## config.mk

```make
export PLATFORM = sky130hd
export DESIGN_NAME = fifo_read_arbiter
export DESIGN_NICKNAME = d
export VERILOG_FILES = /design/src/rtl/fifo_pkg.sv /design/src/rtl/rr_pick.sv /design/src/rtl/fifo_read_arbiter.sv
export SDC_FILE = /design/constraint.sdc
export NUM_CORES = 1
export LEC_CHECK = 0
export ABC_AREA = 1
export BUFFER_PORTS_ARGS = -buffer_cell sky130_fd_sc_hd__buf_4
export CORE_UTILIZATION = 55
export DETAILED_ROUTE_END_ITERATION = 6
export GPL_TIMING_DRIVEN = 0
export MAX_ROUTING_LAYER = met4
export PLACE_DENSITY = 0.83
export REMOVE_ABC_BUFFERS = 1
export SYNTH_ARGS = -nofsm -noshare
export SYNTH_HDL_FRONTEND = slang
export SYNTH_SLANG_ARGS = --single-unit
```

## constraint.sdc

```tcl
create_clock -name rclk -period 2.8 [get_ports rclk]
set_input_delay 0 -clock rclk [delete_from_list [all_inputs] [get_ports rclk]]
set_output_delay 0 -clock rclk [all_outputs]
set_load 0.005 [all_outputs]
```

## src/rtl/fifo_pkg.sv

```systemverilog
// Shared definitions for the FIFO read-side logic.
//   state_t : arbiter FSM encoding (IDLE=0, BURST=1)
//   clog2   : ceiling log2, used to size the id, beat and timeout counters
package fifo_pkg;

    typedef enum logic {
        IDLE  = 1'b0,
        BURST = 1'b1
    } state_t;

    function automatic int unsigned clog2(input int unsigned value);
        int unsigned width;
        width = 0;
        while ((32'd1 << width) < value) begin
            width = width + 1;
        end
        return width;
    endfunction

endpackage

```

## src/rtl/rr_pick.sv

```systemverilog
// Combinational round-robin priority selector.
//   req    : request vector, one bit per consumer
//   rr_ptr : index where the search starts (highest priority)
//   winner : first set request at or above rr_ptr, wrapping modulo NUM_REQ
//   any    : at least one request is set (winner is meaningless otherwise)
module rr_pick
    import fifo_pkg::*;
#(
    parameter int unsigned NUM_REQ = 4
) (
    input  logic [NUM_REQ-1:0]        req,
    input  logic [clog2(NUM_REQ)-1:0] rr_ptr,
    output logic [clog2(NUM_REQ)-1:0] winner,
    output logic                      any
);

    localparam int unsigned ID_W = clog2(NUM_REQ);

    logic            found;
    logic [31:0]     pos;
    logic [ID_W-1:0] idx;

    always_comb begin
        winner = '0;
        found  = 1'b0;
        pos    = '0;
        idx    = '0;
        for (int unsigned i = 0; i < NUM_REQ; i++) begin
            pos = 32'(rr_ptr) + i;
            if (pos >= NUM_REQ) begin
                pos = pos - NUM_REQ;
            end
            idx = ID_W'(pos);
            if (!found && req[idx]) begin
                winner = idx;
                found  = 1'b1;
            end
        end
    end

    assign any = |req;

endmodule

```

## src/rtl/fifo_read_arbiter.sv

```systemverilog
// Round-robin arbiter sharing the async FIFO read port among NUM_REQ
// consumers in the rclk domain. A grant lasts for up to BURST_LEN words,
// ends early when the owner drops its request, and is released after
// TIMEOUT consecutive cycles of the owner waiting on an empty FIFO.
//   rclk, r_rst_n : read clock, synchronous active-low reset
//   req           : per-consumer request (level), doubles as ready
//   empty, rdata  : FIFO empty flag and read data (data valid after r_en)
//   r_en          : FIFO read enable, combinational from state/empty/req
//   gnt           : registered one-hot grant
//   out_valid     : out_data carries a word for consumer out_id
//   out_data      : rdata passthrough
//   out_id        : registered owner of the returned word
//   busy          : FSM is in BURST
module fifo_read_arbiter
    import fifo_pkg::*;
#(
    parameter int NUM_REQ    = 4,
    parameter int DATA_WIDTH = 8,
    parameter int BURST_LEN  = 4,
    parameter int TIMEOUT    = 8
) (
    input  logic                      rclk,
    input  logic                      r_rst_n,
    input  logic [NUM_REQ-1:0]        req,
    input  logic                      empty,
    input  logic [DATA_WIDTH-1:0]     rdata,
    output logic                      r_en,
    output logic [NUM_REQ-1:0]        gnt,
    output logic                      out_valid,
    output logic [DATA_WIDTH-1:0]     out_data,
    output logic [clog2(NUM_REQ)-1:0] out_id,
    output logic                      busy
);

    localparam int ID_W   = clog2(NUM_REQ);
    localparam int BEAT_W = clog2(BURST_LEN + 1);
    localparam int TO_W   = clog2(TIMEOUT + 1);

    localparam logic [BEAT_W-1:0]  BEAT_MAX  = BEAT_W'(BURST_LEN);
    localparam logic [BEAT_W-1:0]  BEAT_LAST = BEAT_W'(BURST_LEN - 1);
    localparam logic [TO_W-1:0]    TO_MAX    = TO_W'(TIMEOUT);
    localparam logic [TO_W-1:0]    TO_LAST   = TO_W'(TIMEOUT - 1);
    localparam logic [ID_W-1:0]    ID_LAST   = ID_W'(NUM_REQ - 1);
    localparam logic [NUM_REQ-1:0] GNT_ONE   = NUM_REQ'(1);

    state_t            state;
    logic [ID_W-1:0]   owner;
    logic [ID_W-1:0]   rr_ptr;
    logic [ID_W-1:0]   winner;
    logic [ID_W-1:0]   owner_next;
    logic [BEAT_W-1:0] beat_cnt;
    logic [TO_W-1:0]   to_cnt;
    logic              any_req;
    logic              owner_req;
    logic              stall;
    logic              last_beat;
    logic              timed_out;

    rr_pick #(
        .NUM_REQ(NUM_REQ)
    ) u_rr_pick (
        .req   (req),
        .rr_ptr(rr_ptr),
        .winner(winner),
        .any   (any_req)
    );

    // Exit decisions look at the value the counters are about to take, so
    // the grant drops on the same edge that completes the last beat or the
    // TIMEOUT-th empty cycle.
    always_comb begin
        owner_req  = req[owner];
        r_en       = (state == BURST) && !empty && owner_req && (beat_cnt < BEAT_MAX);
        stall      = (state == BURST) && empty && owner_req;
        last_beat  = r_en && (beat_cnt == BEAT_LAST);
        timed_out  = stall && (to_cnt >= TO_LAST);
        owner_next = (owner == ID_LAST) ? '0 : owner + 1'b1;
    end

    always_ff @(posedge rclk) begin
        if (!r_rst_n) begin
            state     <= IDLE;
            owner     <= '0;
            rr_ptr    <= '0;
            beat_cnt  <= '0;
            to_cnt    <= '0;
            gnt       <= '0;
            out_valid <= 1'b0;
            out_id    <= '0;
        end else begin
            out_valid <= r_en;
            out_id    <= owner;
            case (state)
                IDLE: begin
                    if (any_req) begin
                        owner    <= winner;
                        gnt      <= GNT_ONE << winner;
                        beat_cnt <= '0;
                        to_cnt   <= '0;
                        state    <= BURST;
                    end else begin
                        gnt <= '0;
                    end
                end
                BURST: begin
                    if (r_en) begin
                        beat_cnt <= beat_cnt + 1'b1;
                        to_cnt   <= '0;
                    end else if (stall && to_cnt != TO_MAX) begin
                        to_cnt <= to_cnt + 1'b1;
                    end
                    if (last_beat || !owner_req || timed_out) begin
                        state  <= IDLE;
                        gnt    <= '0;
                        rr_ptr <= owner_next;
                    end
                end
            endcase
        end
    end

    assign busy     = (state == BURST);
    assign out_data = rdata;

endmodule

```

==> results of run 1 <==
-- power by group through the flow --
| stage | clock [uW] | combinational [uW] | sequential (uW) |
|---|---|---|---|
| floorplan | 0 | 221 | 343 |
| global placement | 0 | 294 | 346 |
| detailed placement | 0 | 305 | 349 |
| CTS | 147 | 307 | 342 |
| global route | 155 | 350 | 349 |
| finish | 141 | 306 | 342 |
-- cell type report --
type	count	area, sq um
clock buffers	3	22.5
clock inverters	1	5.00
fillers	168	708
inverters	24	91.3
multi-input cells	128	648
flip-flops and latches	19	380
well taps	27	33.8
repair buffers	15	113
-- registers in the layout, indices dropped and copies added, names as in the netlist --
signal,flops
gnt,4
beat_cnt,3
to_cnt,4
busy,1
out_id,2
out_valid,1
rr_ptr,2
owner,2
-- layout by cell type, fill, tap and decap left out, drive strengths merged, types with 4 or more instances in the layout --
cell type and count:
a21oi 8, inv 23, ha 5, o21ai 13, nand2 63, nor2 17
nand4 4, dfxtp 19, nand3 15, buf 15
-- final timing paths --
path / from / to / slack [ns] / depth (start not counted)
worst min register to register: gnt[2] / gnt[2] / 0.46 / 2
worst max register to register: rr_ptr[0] / gnt[2] / 1.05 / 11
worst min-delay path: rdata[1] / out_data[1] / 0.00005 / 0
worst max-delay path: rr_ptr[0] / gnt[2] / 1.05 / 11
-- critical path, delay by kind of cell (launching register included) --
kind / cells / cell delay (ns)
and+or+nand+nor: 10 / 0.87
DFF: 1 / 0.62
buffers and inverters: 1 / 0.16
-- per-stage QoR --
step                setup slack (ns)  cell area, sq um  util [%]  hold slack [ns]
detailed placement              1.09              1270      63.2        0.0000608
CTS                             1.07              1290      64.6        0.0000608
global route                   0.916              1290      64.6        0.0000409
global placement                1.17              1270      63.2        0.0000608
finish                          1.05              1290      64.6        0.0000459
floorplan                       1.35              1120         -                0
-- per-layer routing --
layer	vias up	GRT usage [%]	share of wire, %
li1	587	-	-
met1	504	25.0	47
met2	33	37.0	47
met3	6	6.60	4.8
met4	0	11.3	2.0
met5	-	-	0
-- logic make-up (layout without fill, tap and decap cells) --
kind of cell	Yosys count	after routing	synth area share, %
AO/OA/AOI/OAI	22	22	9.42
adder cells (fa/ha/maj)	5	5	5.24
AND/OR/NAND/NOR	101	101	39.6
flip-flops	19	19	31.8
buffers and inverters	34	43	13.9
==> out/qor.yml, run 1 <==
outcome:
  status: "finished clean"
setup_path:
  worst_ep_arrival_time_ns: 1.96
  criticalPathCategory: "reg -> reg"
  required_ns: 3.01
  start_kind: "register"
  crit_fanout: 14
  crit_path_max_incr_delay_ns: 0.62
  endpoint_kind: "register"
  crit_chain: "inv_2 > nand2_1 > nand2_2 > nand2_2 > nand2_4 > nor2_1 > nand3_1 > nand3_2 > nor2_2 > nand3_1 > nand2_1"
  cp_slowest_cell: "dfxtp_1"
floorplanning:
  ios: 32
  core_area_sq_mm: 0.00200
  die_w_microns: 48.6
  die_h_microns: 48.6
  dieArea_sq_mm: 0.00236
  initial_utilization_pct: 59.7
  std_cell_rows: 16
timing:
  fin_worst_skew_ns: 0.00120
  tightestPinTransition_ns: 0.455
  min_period_ns: 1.75
  finalCritPeriodShare_pct: 62.5
  grt_setup_unrepaired: "no"
  slew_violations: 0
  fin_setup_tns_ns: 0
  setup_violations: 0
  timing.fmax_ghz: 0.571
  hold_viol: 0
  relSlewSlack_pct: 69.6
logic_synthesis:
  syn_inst: 181
  ys_ff_latch: 19
  synth_top_cell_by_area: "dfxtp_1"
  synth-edff-count: 0
  synth.distinct_cells: 22
  yosys-top-cells-area: "dfxtp_1 32%, nand2_1 17%, inv_1 6.9%, ha_1 5.2%, nand3_1 5.0%"
  synth.most_common_cell: "nand2_1"
  synthTopCellsByCount: "54 x nand2_1, 22 x inv_1, 19 x dfxtp_1"
  synth_top_area_share_pct: 31.8
  synth-warning-count: 0
  yosysSeqAreaShare_pct: 31.8
  syn_avg_cell_area_sq_um: 6.60
  synth_area_sq_mm: 0.00119
  synth-async-reset-ratio_pct: 0
  synth_flop_cell: "dfxtp_1"
clock_network:
  cts-htree-levels: 1
  postCtsSetupBuffers: 0
  insertion_delay_ns: 0.30
  cts.sinks: 19
  cts_resized: 0
  cts_made_buffers: 3
  cts_tree: "yes"
  cts_buffer_depth: 2
  clk_pin_slew_ns: 0.11
  ctsHoldBuffers: 0
  ctsRootBufferMaster: "clkbuf_4"
power:
  ir_worst_vdd_uv: 490
  p_sw_uw: 315
  pwr-share-seq_pct: 43.3
  netSwitchingFraction_pct: 39.9
  p_total_uw: 789
  p_int_uw: 474
  power_frac_clock_pct: 17.9
  p_leak_uw: 0.000671
  combPwrFrac_pct: 38.8
  power_density_mw_per_mm2: 610
global_routing:
  grt_max_degree: 15
  antenna_found_initial: 0
  grt_pass1_vias: 1049
  grt_usage_pct: 22.7
  grt_pass1_wl_microns: 4180
  gr-total-overflow: 0
detailed_routing:
  ant_nets: 0
  post_drt_wl_per_cell_microns: 10.7
  firstDrtPassIters: 4
  viasPerCell: 5.21
  routed_wl_microns: 2320
  drc: 0
  vias: 1130
  first_iter_violations: 24
placed_design:
  hpwl_microns: 1830
  gp_congestion: 0.832
  placed_cells: 213
  io_buffer_count: 15
finish:
  diodes: 0
  fin_cells: 217
  fin_nets: 211
  drive_gt1_share_pct: 18.9
  areaGrowthSynthToFinish_pct: 8.27
job:
  cap_violations: 0
hold_path:
  hold_path_class: "in -> out"
(Power assumes the default switching activity.)
==> inputs of run 2 (changes only) <==
- CORE_UTILIZATION: 55 -> 46
- PLACE_DENSITY: 0.83 -> 0.74
- clock period: 2.8 -> 1.6 ns (I/O delays scaled with it)
==> run 2 against run 1 <==
Worst hold slack about the same. Utilization decreased by 9.0 points. Total power increased by 83%. Maximum frequency increased by 16%. First-iteration DRC count decreased by 4.2%. Via count unchanged. Clock-buffer cell count unchanged. Final cell count increased by 3.7%. Flip-flop and latch count unchanged. Global-route usage decreased by 2.6 points. Register-to-register slack got worse by 0.96 ns. Clock skew increased by 0.0027 ns.
==> out/qor.yml, run 2 (same netlist as run 1, synthesis figures left out) <==
outcome:
  status: "finished clean"
setup_path:
  crit_fanout: 4  # -10
  worst_ep_arrival_time_ns: 1.73  # -0.23 ns
  criticalPathCategory: "reg -> reg"
  crit_path_max_incr_delay_ns: 0.36  # -0.26 ns
  cpMostUsedCell: "nor2_1"
  r2r-end: "gnt[2]"
  crit_chain: "ha_1 > a21oi_1 > o21ai_0 > nor2_1 > inv_1 > nor2_2 > buf_4 > nor2_1 > nand3_1 > nand2_1"
  cp_top_family: "simple AND/OR/NAND/NOR gates"
  regToRegSetupSlack_ns: 0.09  # -0.96 ns
  r2r_cells: 10  # -1
  required_ns: 1.82  # -1.19 ns
  reg2reg_from: "to_cnt[0]"
  endpoint_kind: "register"
  crit_buf_inv: 2  # +1
  cp_slowest_cell: "dfxtp_2"
  start_kind: "register"
global_routing:
  globalRouteMet3Util_pct: 4.31  # -2.3 points
  gr-total-overflow: 0  # unchanged
  grtUsageMet1_pct: 20.2  # -4.8 points
  grt_pass1_vias: 1057  # +0.76%
  grt_util_met2_pct: 37.1  # +0.094 points
  grt_max_degree: 15  # unchanged
  top_usage_layer: "met2"
  grt_pass1_wl_microns: 4040  # -3.3%
  grt_usage_pct: 20.0  # -2.6 points
  antenna_found_initial: 0  # unchanged
finish:
  diodes: 0  # unchanged
  areaGrowthSynthToFinish_pct: 14.2
  regArea_sq_um: 393  # +3.3%
  drive_gt1_share_pct: 26.2  # +7.2 points
  stdcell_area_sq_mm: 0.00137  # +5.5%
  utilization_pct: 55.6  # -9.0 points
  final_cell_mix: "52 x nand2_1, 21 x inv_1, 19 x buf_4, 13 x nor2_1, 13 x dfxtp_1"
  fillerInstances: 242  # +44%
  top_regs: "gnt (4), to_cnt (4), beat_cnt (3)"
  fin_nets: 216  # +2.4%
  multi_input_area_sq_um: 663  # +2.3%
  layout_commonest_cell: "nand2_1"
hold_path:
  hold_end: "out_data[0]"
  hold_path_class: "in -> out"
  whs_path_depth: 0  # unchanged
  hold_start: "rdata[0]"
placed_design:
  hpwl_microns: 1810  # -0.71%
  place_area_sq_mm: 0.00127  # +0.30%
  io_buffer_count: 15  # unchanged
  gp_congestion: 0.819  # -1.6%
clock_network:
  cts-htree-levels: 1  # unchanged
  clk_pin_slew_ns: 0.11  # about the same
  cts_made_buffers: 3  # unchanged
  ctsRootBufferMaster: "clkbuf_4"
  cts.sinks: 19  # unchanged
  insertion_delay_ns: 0.31  # about the same
  cts_tree: "yes"
  cts_buffer_depth: 2  # unchanged
detailed_routing:
  first_iter_violations: 23  # -4.2%
  vias: 1130  # unchanged
  drc: 0  # unchanged
  firstDrtPassIters: 4  # unchanged
  viasPerCell: 5.02  # -3.6%
  ant_nets: 0  # unchanged
  post_drt_wl_per_cell_microns: 10.9  # +1.8%
  routed_wl_microns: 2450  # +5.5%
timing:
  hold_viol: 0  # unchanged
  fin_worst_skew_ns: 0.00393  # +0.00274 ns
  hold_ws_ns: 0.0000461  # +0.000000206 ns
  fin_setup_tns_ns: 0  # unchanged
  setup_violations: 0  # unchanged
  timing.fmax_ghz: 0.662  # +16%
  relSlewSlack_pct: 80.6  # +11 points
  min_period_ns: 1.51  # -0.239 ns
  tightestPinTransition_ns: 0.290  # -0.165 ns
  slew_violations: 0  # unchanged
  finalCritPeriodShare_pct: 94.5  # +32 points
power:
  power_density_mw_per_mm2: 1060  # +73%
  p_int_uw: 865  # +83%
  p_leak_uw: 0.000699  # +4.2%
  combPwrFrac_pct: 40.3  # +1.5 points
  pwr-share-seq_pct: 42.0  # -1.3 points
  ir_worst_vdd_uv: 834  # +70%
  netSwitchingFraction_pct: 40.0  # about the same
  power_frac_clock_pct: 17.7  # -0.2 points
  p_sw_uw: 576  # +83%
floorplanning:
  die_h_microns: 53.0  # +9.0%
  std_cell_rows: 18  # +2
  dieArea_sq_mm: 0.00281  # +19%
  ios: 32  # unchanged
  die_w_microns: 53.0  # +9.0%
  core_area_sq_mm: 0.00245  # +23%
  initial_utilization_pct: 48.7  # -11 points
job:
  cap_violations: 0  # unchanged
[run 2: how the worst max path moves through the flow]
stage	from	cells after the start	end	slack (ns)
after floorplan	rr_ptr[0]	11	gnt[2]	0.15
after global placement	rr_ptr[0]	12	gnt[2]	-0.03
after detailed placement	rr_ptr[0]	11	gnt[2]	-0.08
after CTS	to_cnt[0]	10	gnt[3]	0.03
after global routing	beat_cnt[0]	11	gnt[2]	-0.01
final	to_cnt[0]	10	gnt[2]	0.09
[run 2: layer usage]
metal / vias to the layer above / part of all wire [%]
met5: - / 0
met4: 0 / 2.0
met3: 5 / 4.8
met2: 37 / 50
met1: 498 / 44
li1: 590 / -
[run 2: repair_timing]
item | in CTS | in global routing
endpoints found under the hold margin | 6 | 0
buffers inserted | 0 | 4
resized for setup | 2 | 12
endpoints found under the setup margin | 6 | 9
hold buffers | 1 | 0
pin swaps | 0 | 4
[run 2: cell type report]
| cell class | instances | area share (%) |
|---|---|---|
| Clock buffer | 3 | 1.65 |
| Clock inverter | 1 | 0.367 |
| Inverter | 24 | 6.69 |
| Multi-Input combinational cell | 128 | 48.6 |
| Sequential cell | 19 | 28.8 |
| Tap cell | 30 | 2.75 |
| Timing Repair Buffer | 20 | 11.2 |
[run 2: per-stage QoR]
stage                     setup WS [ns]  std cells  total power [uW]
after floorplan                   0.150        171               988
after global placement          -0.0300        216              1120
after detailed placement        -0.0831        216              1140
after CTS                        0.0304        221              1400
after global routing            -0.0111        225              1560
final                            0.0883        225              1440
[run 2: power groups by stage]
stage | combinational (uW) | clock, uW | sequential [uW]
global placement | 513 | 0 | 608
finish | 581 | 255 | 606
detailed placement | 531 | 0 | 613
CTS | 536 | 260 | 604
floorplan | 387 | 0 | 601
global route | 659 | 279 | 617
==> inputs of run 3 (changes only) <==
- BUFFER_PORTS_ARGS: -buffer_cell sky130_fd_sc_hd__buf_4 -> default
- CORE_UTILIZATION: 46 -> 60
- DONT_BUFFER_PORTS: default -> 1
- PLACE_DENSITY: 0.74 -> 0.75
- clock period: 1.6 -> 1.4 ns (I/O delays scaled with it)
==> run 3 against run 2 <==
The flow now finishes with violations (hold timing, setup timing). First-iteration DRC count is 13% lower. Clock power up 6%. Largest cell class unchanged. Wire length grew 16%.
==> out/qor.yml, run 3 (same netlist as run 1, synthesis figures left out) <==
outcome:
  violations: "hold timing, setup timing"
  status: "finished with violations"
clock_network:
  cts_made_buffers: 3  # unchanged
  cts.sinks: 19  # unchanged
  cts_tree: "yes"
  cts_buffer_depth: 2  # unchanged
  cts-htree-levels: 1  # unchanged
  clk_pin_slew_ns: 0.10  # about the same
  ctsRootBufferMaster: "clkbuf_4"
  insertion_delay_ns: 0.29  # -0.02 ns
detailed_routing:
  drc: 0  # unchanged
  viasPerCell: 5.47  # +9.0%
  post_drt_wl_per_cell_microns: 13.3  # +22%
  vias: 1171  # +3.6%
  first_iter_violations: 20  # -13%
  routed_wl_microns: 2850  # +16%
  firstDrtPassIters: 4  # unchanged
  ant_nets: 0  # unchanged
timing:
  slew_violations: 0  # unchanged
  setup_slack_ns: -0.0423  # -0.131 ns
  timing.fmax_ghz: 0.693  # +4.8%
  hold_ws_ns: -0.198  # -0.198 ns
  fin_worst_skew_ns: 0.000429  # -0.00350 ns
  grt_setup_unrepaired: "yes"
  setup_violations: 7  # +7
  hold_viol: 9  # +9
  min_period_ns: 1.44  # -0.0694 ns
  finalCritPeriodShare_pct: 103  # +8.5 points
  tightestPinTransition_ns: 0.302  # +0.0118 ns
  relSlewSlack_pct: 79.9  # -0.79 points
power:
  pwr-share-seq_pct: 40.7  # -1.3 points
  p_total_uw: 1760  # +22%
  ir_worst_vdd_uv: 902  # +8.2%
  p_int_uw: 1040  # +21%
  p_leak_uw: 0.000668  # -4.5%
  netSwitchingFraction_pct: 40.6  # +0.67 points
  p_sw_uw: 715  # +24%
  power_density_mw_per_mm2: 1200  # +14%
  power_frac_clock_pct: 15.4  # -2.3 points
  combPwrFrac_pct: 43.9  # +3.6 points
setup_path:
  required_ns: 1.64  # -0.18 ns
  start_kind: "register"
  criticalPathCategory: "reg -> reg"
  crit_fanout: 7  # +3
  endpoint_kind: "register"
  regToRegSetupSlack_ns: -0.04  # -0.13 ns
  worst_ep_arrival_time_ns: 1.69  # -0.04 ns
finish:
  fillerInstances: 125  # -48%
  areaGrowthSynthToFinish_pct: 22.5
  fin_nets: 210  # -2.8%
  diodes: 0  # unchanged
  layout_commonest_cell: "nand2_1"
  drive_gt1_share_pct: 40.7  # +15 points
  final_cell_mix: "43 x nand2_1, 16 x nand2_2, 13 x inv_1, 11 x nor2_1"
  top_regs: "gnt (4), to_cnt (4), beat_cnt (3)"
global_routing:
  grt_usage_pct: 26.8  # +6.8 points
  antenna_found_initial: 0  # unchanged
  gr-total-overflow: 0  # unchanged
  grt_pass1_wl_microns: 4000  # -1.2%
  grt_pass1_vias: 996  # -5.8%
  grt_max_degree: 14  # -1
hold_path:
  hold_path_class: "in -> reg"
placed_design:
  hpwl_microns: 1760  # -3.1%
  io_buffer_count: 0  # -15
  pre_cts_ws_ns: -0.267  # -0.184 ns
  gp_congestion: 0.861  # +5.2%
floorplanning:
  std_cell_rows: 15  # -3
  ios: 32  # unchanged
  dieArea_sq_mm: 0.00217  # -23%
  die_h_microns: 46.6  # -12%
  initial_utilization_pct: 66.3  # +18 points
  die_w_microns: 46.6  # -12%
  core_area_sq_mm: 0.00180  # -27%
job:
  cap_violations: 0  # unchanged
-- run 3: cell count changes in the layout (fill, tap and decap cells not counted), sizes merged --
cell and change:
clkinv -1, dlygate4sd3 +2, clkbuf +1, buf -8
-- run 3: timing repair --
item	4_1_cts	5_1_grt
hold endpoints to repair	13	11
pin swaps	9	18
endpoints found under the setup margin	12	12
gates resized for setup	21	49
hold buffers	3	1
setup buffers	4	7
-- run 3: power groups by stage --
stage	Clock, uW	Combinational [uW]	Sequential (uW)
after global routing	308	856	726
after detailed placement	0	523	709
after floorplan	0	442	687
after CTS	277	593	699
after global placement	0	504	705
final	271	774	716
-- run 3: layout make-up --
cell class / instances / area [sq um] / area share (%)
tap: 25 / 31.3 / 2.14
sequential: 19 / 403 / 27.5
clock buffer: 4 / 26.3 / 1.79
multi-input combinational: 128 / 787 / 53.8
inverter: 24 / 96.3 / 6.58
timing repair buffer: 14 / 120 / 8.21
-- run 3: routing by layer --
metal	vias up	share of wire [%]	GRT usage, %
met5	-	0	-
met4	0	1.8	6.29
met3	8	5.5	10.6
met2	48	53	46.9
met1	527	40	28.0
li1	588	-	-
-- run 3: worst max-delay path, cell delays in order, from the launching register on --
cell	delay, ns
dfxtp_4	0.39
buf_6	0.14
nand2_2	0.05
nand3_2	0.07
nand2_2	0.10
clkinv_2	0.06
nand2_2	0.05
nand2_1	0.04
nand2_1	0.07
nand3_2	0.12
nor2_2	0.15
nand3_1	0.08
nand2_1	0.06
-- run 3: path summary, 6_finish.rpt --
check,from,end,cells past startpoint
worst min register to register,gnt[1],gnt[1],2
worst max-delay path,rr_ptr[0],gnt[2],12
worst max register to register,rr_ptr[0],gnt[2],12
worst min-delay path,r_rst_n,to_cnt[1],2
-- run 3: metrics by stage --
| stage | util [%] | area, sq um | cells | setup TNS [ns] |
|---|---|---|---|---|
| global placement | 63.9 | 1150 | 196 | -1.54 |
| global route | 81.3 | 1460 | 214 | -1.05 |
| finish | 81.3 | 1460 | 214 | -0.176 |
| floorplan | - | 1120 | 171 | -0.155 |
| detailed placement | 63.9 | 1150 | 196 | -1.87 |
| CTS | 70.8 | 1270 | 207 | -0.149 |
